==> src/rtl/spi_memory_burst.sv <==
// SPI mode-0 slave register memory with configurable widths and optional
// auto-incrementing burst access while chip select stays low.
module spi_memory_burst #(
  parameter int ADDR_WIDTH = 7,
  parameter int DATA_WIDTH = 8,
  parameter int BURST_EN   = 1
) (
  input  logic       clk,
  input  logic       reset,
  input  logic       sclk_pin,
  input  logic       cs_pin,
  input  logic       mosi_pin,
  output logic       miso_pin,
  output logic       miso_oe,
  output logic       busy,
  output logic [3:0] leds
);

  localparam int MAXW  = (ADDR_WIDTH > DATA_WIDTH) ? ADDR_WIDTH : DATA_WIDTH;
  localparam int CW    = $clog2(MAXW + 1);
  localparam int LW    = (DATA_WIDTH < 4) ? DATA_WIDTH : 4;
  localparam int DEPTH = 2 ** ADDR_WIDTH;

  typedef enum logic [2:0] {S_IDLE, S_CMD, S_WRITE, S_READ, S_HOLD} state_t;

  state_t                  state_q, state_d;
  logic [2:0]              sclk_sync_q, cs_sync_q;
  logic [1:0]              mosi_sync_q;
  logic [ADDR_WIDTH-1:0]   cmd_q, cmd_d;
  logic [ADDR_WIDTH-1:0]   addr_q, addr_d;
  logic [DATA_WIDTH-2:0]   rx_q, rx_d;
  logic [DATA_WIDTH-1:0]   tx_q, tx_d;
  logic [CW-1:0]           cnt_q, cnt_d;
  logic                    miso_q, miso_d;
  logic [3:0]              leds_q, leds_d;
  logic                    mem_we;
  logic [DATA_WIDTH-1:0]   mem_q [DEPTH];

  logic                    sclk_rise, sclk_fall, cs_rise, cs_fall, mosi_s;
  logic [DATA_WIDTH-1:0]   word_w;
  logic [ADDR_WIDTH-1:0]   addr_inc;

  // Index 1 is the synchronised level, index 2 its one-cycle-old copy.
  assign sclk_rise = sclk_sync_q[1] & ~sclk_sync_q[2];
  assign sclk_fall = ~sclk_sync_q[1] & sclk_sync_q[2];
  assign cs_rise   = cs_sync_q[1] & ~cs_sync_q[2];
  assign cs_fall   = ~cs_sync_q[1] & cs_sync_q[2];
  assign mosi_s    = mosi_sync_q[1];
  assign word_w    = {rx_q, mosi_s};
  assign addr_inc  = addr_q + 1'b1;

  always_ff @(posedge clk or posedge reset) begin
    if (reset) begin
      state_q     <= S_IDLE;
      sclk_sync_q <= '0;
      cs_sync_q   <= '1;
      mosi_sync_q <= '0;
      cmd_q       <= '0;
      addr_q      <= '0;
      rx_q        <= '0;
      tx_q        <= '0;
      cnt_q       <= '0;
      miso_q      <= 1'b0;
      leds_q      <= '0;
    end else begin
      state_q     <= state_d;
      sclk_sync_q <= {sclk_sync_q[1:0], sclk_pin};
      cs_sync_q   <= {cs_sync_q[1:0], cs_pin};
      mosi_sync_q <= {mosi_sync_q[0], mosi_pin};
      cmd_q       <= cmd_d;
      addr_q      <= addr_d;
      rx_q        <= rx_d;
      tx_q        <= tx_d;
      cnt_q       <= cnt_d;
      miso_q      <= miso_d;
      leds_q      <= leds_d;
    end
  end

  always_ff @(posedge clk) begin
    if (mem_we) mem_q[addr_q] <= word_w;
  end

  always_comb begin
    state_d = state_q;
    cmd_d   = cmd_q;
    addr_d  = addr_q;
    rx_d    = rx_q;
    tx_d    = tx_q;
    cnt_d   = cnt_q;
    miso_d  = miso_q;
    leds_d  = leds_q;
    mem_we  = 1'b0;

    // Chip-select release overrides everything, including a word completing this cycle.
    if (cs_rise) begin
      state_d = S_IDLE;
      miso_d  = 1'b0;
    end else begin
      case (state_q)
        S_IDLE: begin
          if (cs_fall) begin
            state_d = S_CMD;
            cnt_d   = '0;
          end
        end
        S_CMD: begin
          if (sclk_rise) begin
            if (cnt_q == CW'(ADDR_WIDTH)) begin
              addr_d = cmd_q;
              cnt_d  = '0;
              if (mosi_s) begin
                state_d = S_READ;
                tx_d    = mem_q[cmd_q];
                miso_d  = 1'b0;
              end else begin
                state_d = S_WRITE;
              end
            end else begin
              cmd_d = {cmd_q[ADDR_WIDTH-2:0], mosi_s};
              cnt_d = cnt_q + 1'b1;
            end
          end
        end
        S_WRITE: begin
          if (sclk_rise) begin
            rx_d = word_w[DATA_WIDTH-2:0];
            if (cnt_q == CW'(DATA_WIDTH - 1)) begin
              mem_we = 1'b1;
              leds_d = 4'(word_w[LW-1:0]);
              if (BURST_EN != 0) begin
                addr_d = addr_inc;
                cnt_d  = '0;
              end else begin
                state_d = S_HOLD;
              end
            end else begin
              cnt_d = cnt_q + 1'b1;
            end
          end
        end
        S_READ: begin
          // cnt_q counts bits already presented on miso.
          if (sclk_fall && (cnt_q < CW'(DATA_WIDTH))) begin
            miso_d = tx_q[DATA_WIDTH-1];
            tx_d   = {tx_q[DATA_WIDTH-2:0], 1'b0};
            cnt_d  = cnt_q + 1'b1;
          end else if (sclk_rise && (cnt_q == CW'(DATA_WIDTH))) begin
            if (BURST_EN != 0) begin
              addr_d = addr_inc;
              tx_d   = mem_q[addr_inc];
              cnt_d  = '0;
            end else begin
              state_d = S_HOLD;
              miso_d  = 1'b0;
            end
          end
        end
        S_HOLD: begin
        end
        default: state_d = S_IDLE;
      endcase
    end
  end

  assign busy     = (state_q != S_IDLE);
  assign miso_oe  = (state_q == S_READ);
  assign miso_pin = miso_oe & miso_q;
  assign leds     = leds_q;

endmodule

==> config.mk <==
export PLATFORM = sky130hd
export DESIGN_NAME = spi_memory_burst
export DESIGN_NICKNAME = d
export VERILOG_FILES = /design/src/rtl/spi_memory_burst.sv
export SDC_FILE = /design/constraint.sdc
export NUM_CORES = 1
export LEC_CHECK = 0
export CAP_MARGIN = 20
export CORE_UTILIZATION = 65
export CTS_CLUSTER_DIAMETER = 100
export DETAILED_ROUTE_END_ITERATION = 7
export MAX_ROUTING_LAYER = met4
export PLACE_DENSITY = 0.81
export SLEW_MARGIN = 15
export SYNTH_ARGS = -nofsm -noshare
export SYNTH_HDL_FRONTEND = slang
export SYNTH_SLANG_ARGS = --single-unit
==> constraint.sdc <==
create_clock -name clk -period 7.9 [get_ports clk]
set_input_delay 1.185 -clock clk [delete_from_list [all_inputs] [get_ports clk]]
set_output_delay 1.185 -clock clk [all_outputs]
set_load 0.01 [all_outputs]
==> results by group <==
Run status
  • Status: complete, but fails checks
  • Failing checks: design-rule violations

Layout
  • Most frequent cells in the layout: 1024 x edfxtp_1, 502 x mux4_2, 172 x nor2_1
  • Nets: 2738
  • Area Growth Syn to Fin: 9.329%
  • Layout cells sized above 1: 28.27%
  • Fin area: 54890 um^2
  • Fill count: 4436
  • Commonest non-fill, non-tap cell in the layout: edfxtp_1

Yosys
  • Post-synth EDFFs: 1024
  • Gate Count Post-Synth: 2742
  • Async S/R FF share, synth: 4.478%
  • Share of the synthesized area in the top cell type: 61.25%
  • FF+latch count, synth: 1072
  • Sequential fraction of the synthesis area: 63.65%
  • Mapped cell area: 50200 um^2
  • Syn_area_per_cell: 18.31 um^2
  • Syn Nets: 2757
  • Main area contributors after synthesis: edfxtp_1 61%, mux4_2 23%, dfrtp_1 2.2%, mux2i_1 1.6%, nor2_1 1.3%
  • Post-synth cell types: 70
  • Leading area contributor after synthesis: edfxtp_1
  • Post-synth top flop: edfxtp_1
  • YS warnings: 0

Timing
  • Worst Tran Pin Value: 1285 ps
  • Final number of setup-violating endpoints: 0
  • Final period utilization: 57.08%
  • Max Freq: 221.8 MHz
  • Final WS setup: 3391 ps
  • Final clock skew: 24.59 ps
  • Final hold violations: 0
  • RSZ-0062 raised after global routing: no
  • Fin. max-slew vios: 0
  • Worst slew margin: 14.35%
  • Total negative slack: 0 ps
  • Hold Slack: 352.0 ps
  • Tmin final: 4509 ps

Global route
  • Global-route wire length before repair: 218100 um
  • Initial antenna violation count: 9
  • Vias in the first global route: 30611
  • Largest net degree at the start of global routing: 131
  • GRT Util Overall: 40.94%
  • Grt ovf: 0

Worst setup path
  • Arrival time worst endpoint: 5060 ps
  • CP Launch Type: flip-flop
  • Max FO, Critical Path: 72
  • Data required, critical path: 8450 ps
  • Worst Path Class, Setup: flip-flop to flip-flop
  • CP Capture Type: flip-flop

CTS
  • Post-cts sizing count: 0
  • Clock Latency Late Sink: 680 ps
  • TritonCTS Buffers: 106
  • CTS Root Cell: clkbuf_16
  • Postcts setup bufs: 0
  • Hold_buf cts: 0
  • Clock sink count: 1072
  • CTS tree: yes
  • Htree depth: 3
  • Clock slew at reported path FFs: 70 ps
  • Longest Clk Path Bufs: 3

Floorplan
  • Initial Utilization: 65.88%
  • Die footprint: 78350 um^2
  • Die Span Y: 279.9 um
  • Horiz. Die Dim: 279.9 um
  • Rows: 101
  • I/O Pins: 12
  • Core area: 76200 um^2

Placed design
  • DP Wirelength: 96410 um
  • Placement Setup Slack: 3417 ps
  • # port buffers: 11
  • GP Congestion: 1.066
  • Dpl cell area: 51230 um^2

Drt
  • WL final: 151500 um
  • Vias per cell: 7.993
  • Wirelength per Cell: 39.37 um
  • First-pass DRT Iterations: 8
  • DR iter-0 viols: 5796
  • DRC violation count after routing: 7
  • Post-DRT Antenna Nets: 0
  • Vias: 30756

Pwr
  • Peak supply drop: 439.7 uV
  • Power Dens Cells: 353.1 nW/um^2
  • LEAKAGE: 16.87 nW

Worst hold path
  • Worst min path class: flip-flop to flip-flop

Run
  • Max cap viols: 0
[path summary, 6_finish.rpt]
check	depth (start not counted)	slack, ps	endpoint	start
worst max-delay path	7	3390	tx_q[7]	cmd_q[1]
worst min-delay path	0	350	mosi_sync_q[1]	mosi_sync_q[0]
worst max register to register	7	3390	tx_q[7]	cmd_q[1]
worst min register to register	0	350	mosi_sync_q[1]	mosi_sync_q[0]
max in group asynchronous	3	6320	rx_q[0]	reset
min in group asynchronous	3	1050	mosi_sync_q[1]	reset
[power by group]
group / leakage (nW) / internal [mW] / switching (mW)
registers: 9.98 / 6.53 / 0.392
clock network: 1.71 / 2.96 / 2.18
logic: 5.18 / 2.83 / 4.49
total: 16.9 / 12.3 / 7.07
[flip-flops by register name (all words and copies together), names as in the netlist]
signal / count
tx_q: 8
cnt_q: 4
mosi_sync_q: 2
state_q: 2
leds: 4
cmd_q: 7
rx_q: 7
addr_q: 7
mem_q: 1024
sclk_sync_q: 3
cs_sync_q: 3
miso_q: 1
[synthesized netlist by cell type, drive strengths merged, types with 10 or more instances]
master	instances
a211oi	16
a21oi	47
a221oi	14
a22o	19
a22oi	75
a32oi	17
buf	123
clkbuf	87
dfrtp	45
edfxtp	1024
ha	10
mux2	21
mux2i	82
mux4	502
nand2	168
nand2b	10
nand3	63
nand4	28
nor2	178
nor2b	16
nor3	16
o21ai	20
o221ai	17
o22ai	20
or3	13
[area by class of cell]
class	instances	area (um^2)	share of cell area [%]
multi-input cells	1450	17240	31.42
clock inverters	60	574.3	1.046
diodes	9	22.52	0.04103
inverters	10	37.54	0.06839
repair buffers	83	774.5	1.411
flip-flops and latches	1072	32000	58.30
well taps	1030	1289	2.348
clock buffers	134	2947	5.369
[metrics by stage]
stage | power (mW) | std cells | utilization, %
6_report | 19.38 | 3848 | 72.03
5_1_grt | 19.74 | 3848 | 72.03
4_1_cts | 19.12 | 3831 | 71.85
3_5_place_dp | 14.04 | 3637 | 67.23
3_3_place_gp | 13.98 | 3637 | 67.23
2_1_floorplan | 11.77 | 2742 | -
[worst max-delay path: stages (launching register included)]
cell and delay [ps]:
dfrtp_4 910, buf_12 480, buf_4 540, mux4_2 640, a221oi_1 300, o21ai_0 440, and4_1 470, o32a_1 350
[routing by layer]
layer / vias to the layer above / wire (um) / track usage (%)
met3: 609 / 21960 / 11.74
met4: 0 / 10590 / 22.57
met2: 2954 / 69810 / 59.52
li1: 11565 / - / -
met1: 15628 / 49130 / 52.70
met5: - / 0 / -
[cell families after synthesis]
group | synth area share (%)
compound gates | 4.190
xor+xnor | 0.2218
fa+ha+maj | 0.2492
buf+inv | 2.228
flops | 63.65
mux | 24.63
simple gates | 4.833
Power figures use the tool's default switching activity.
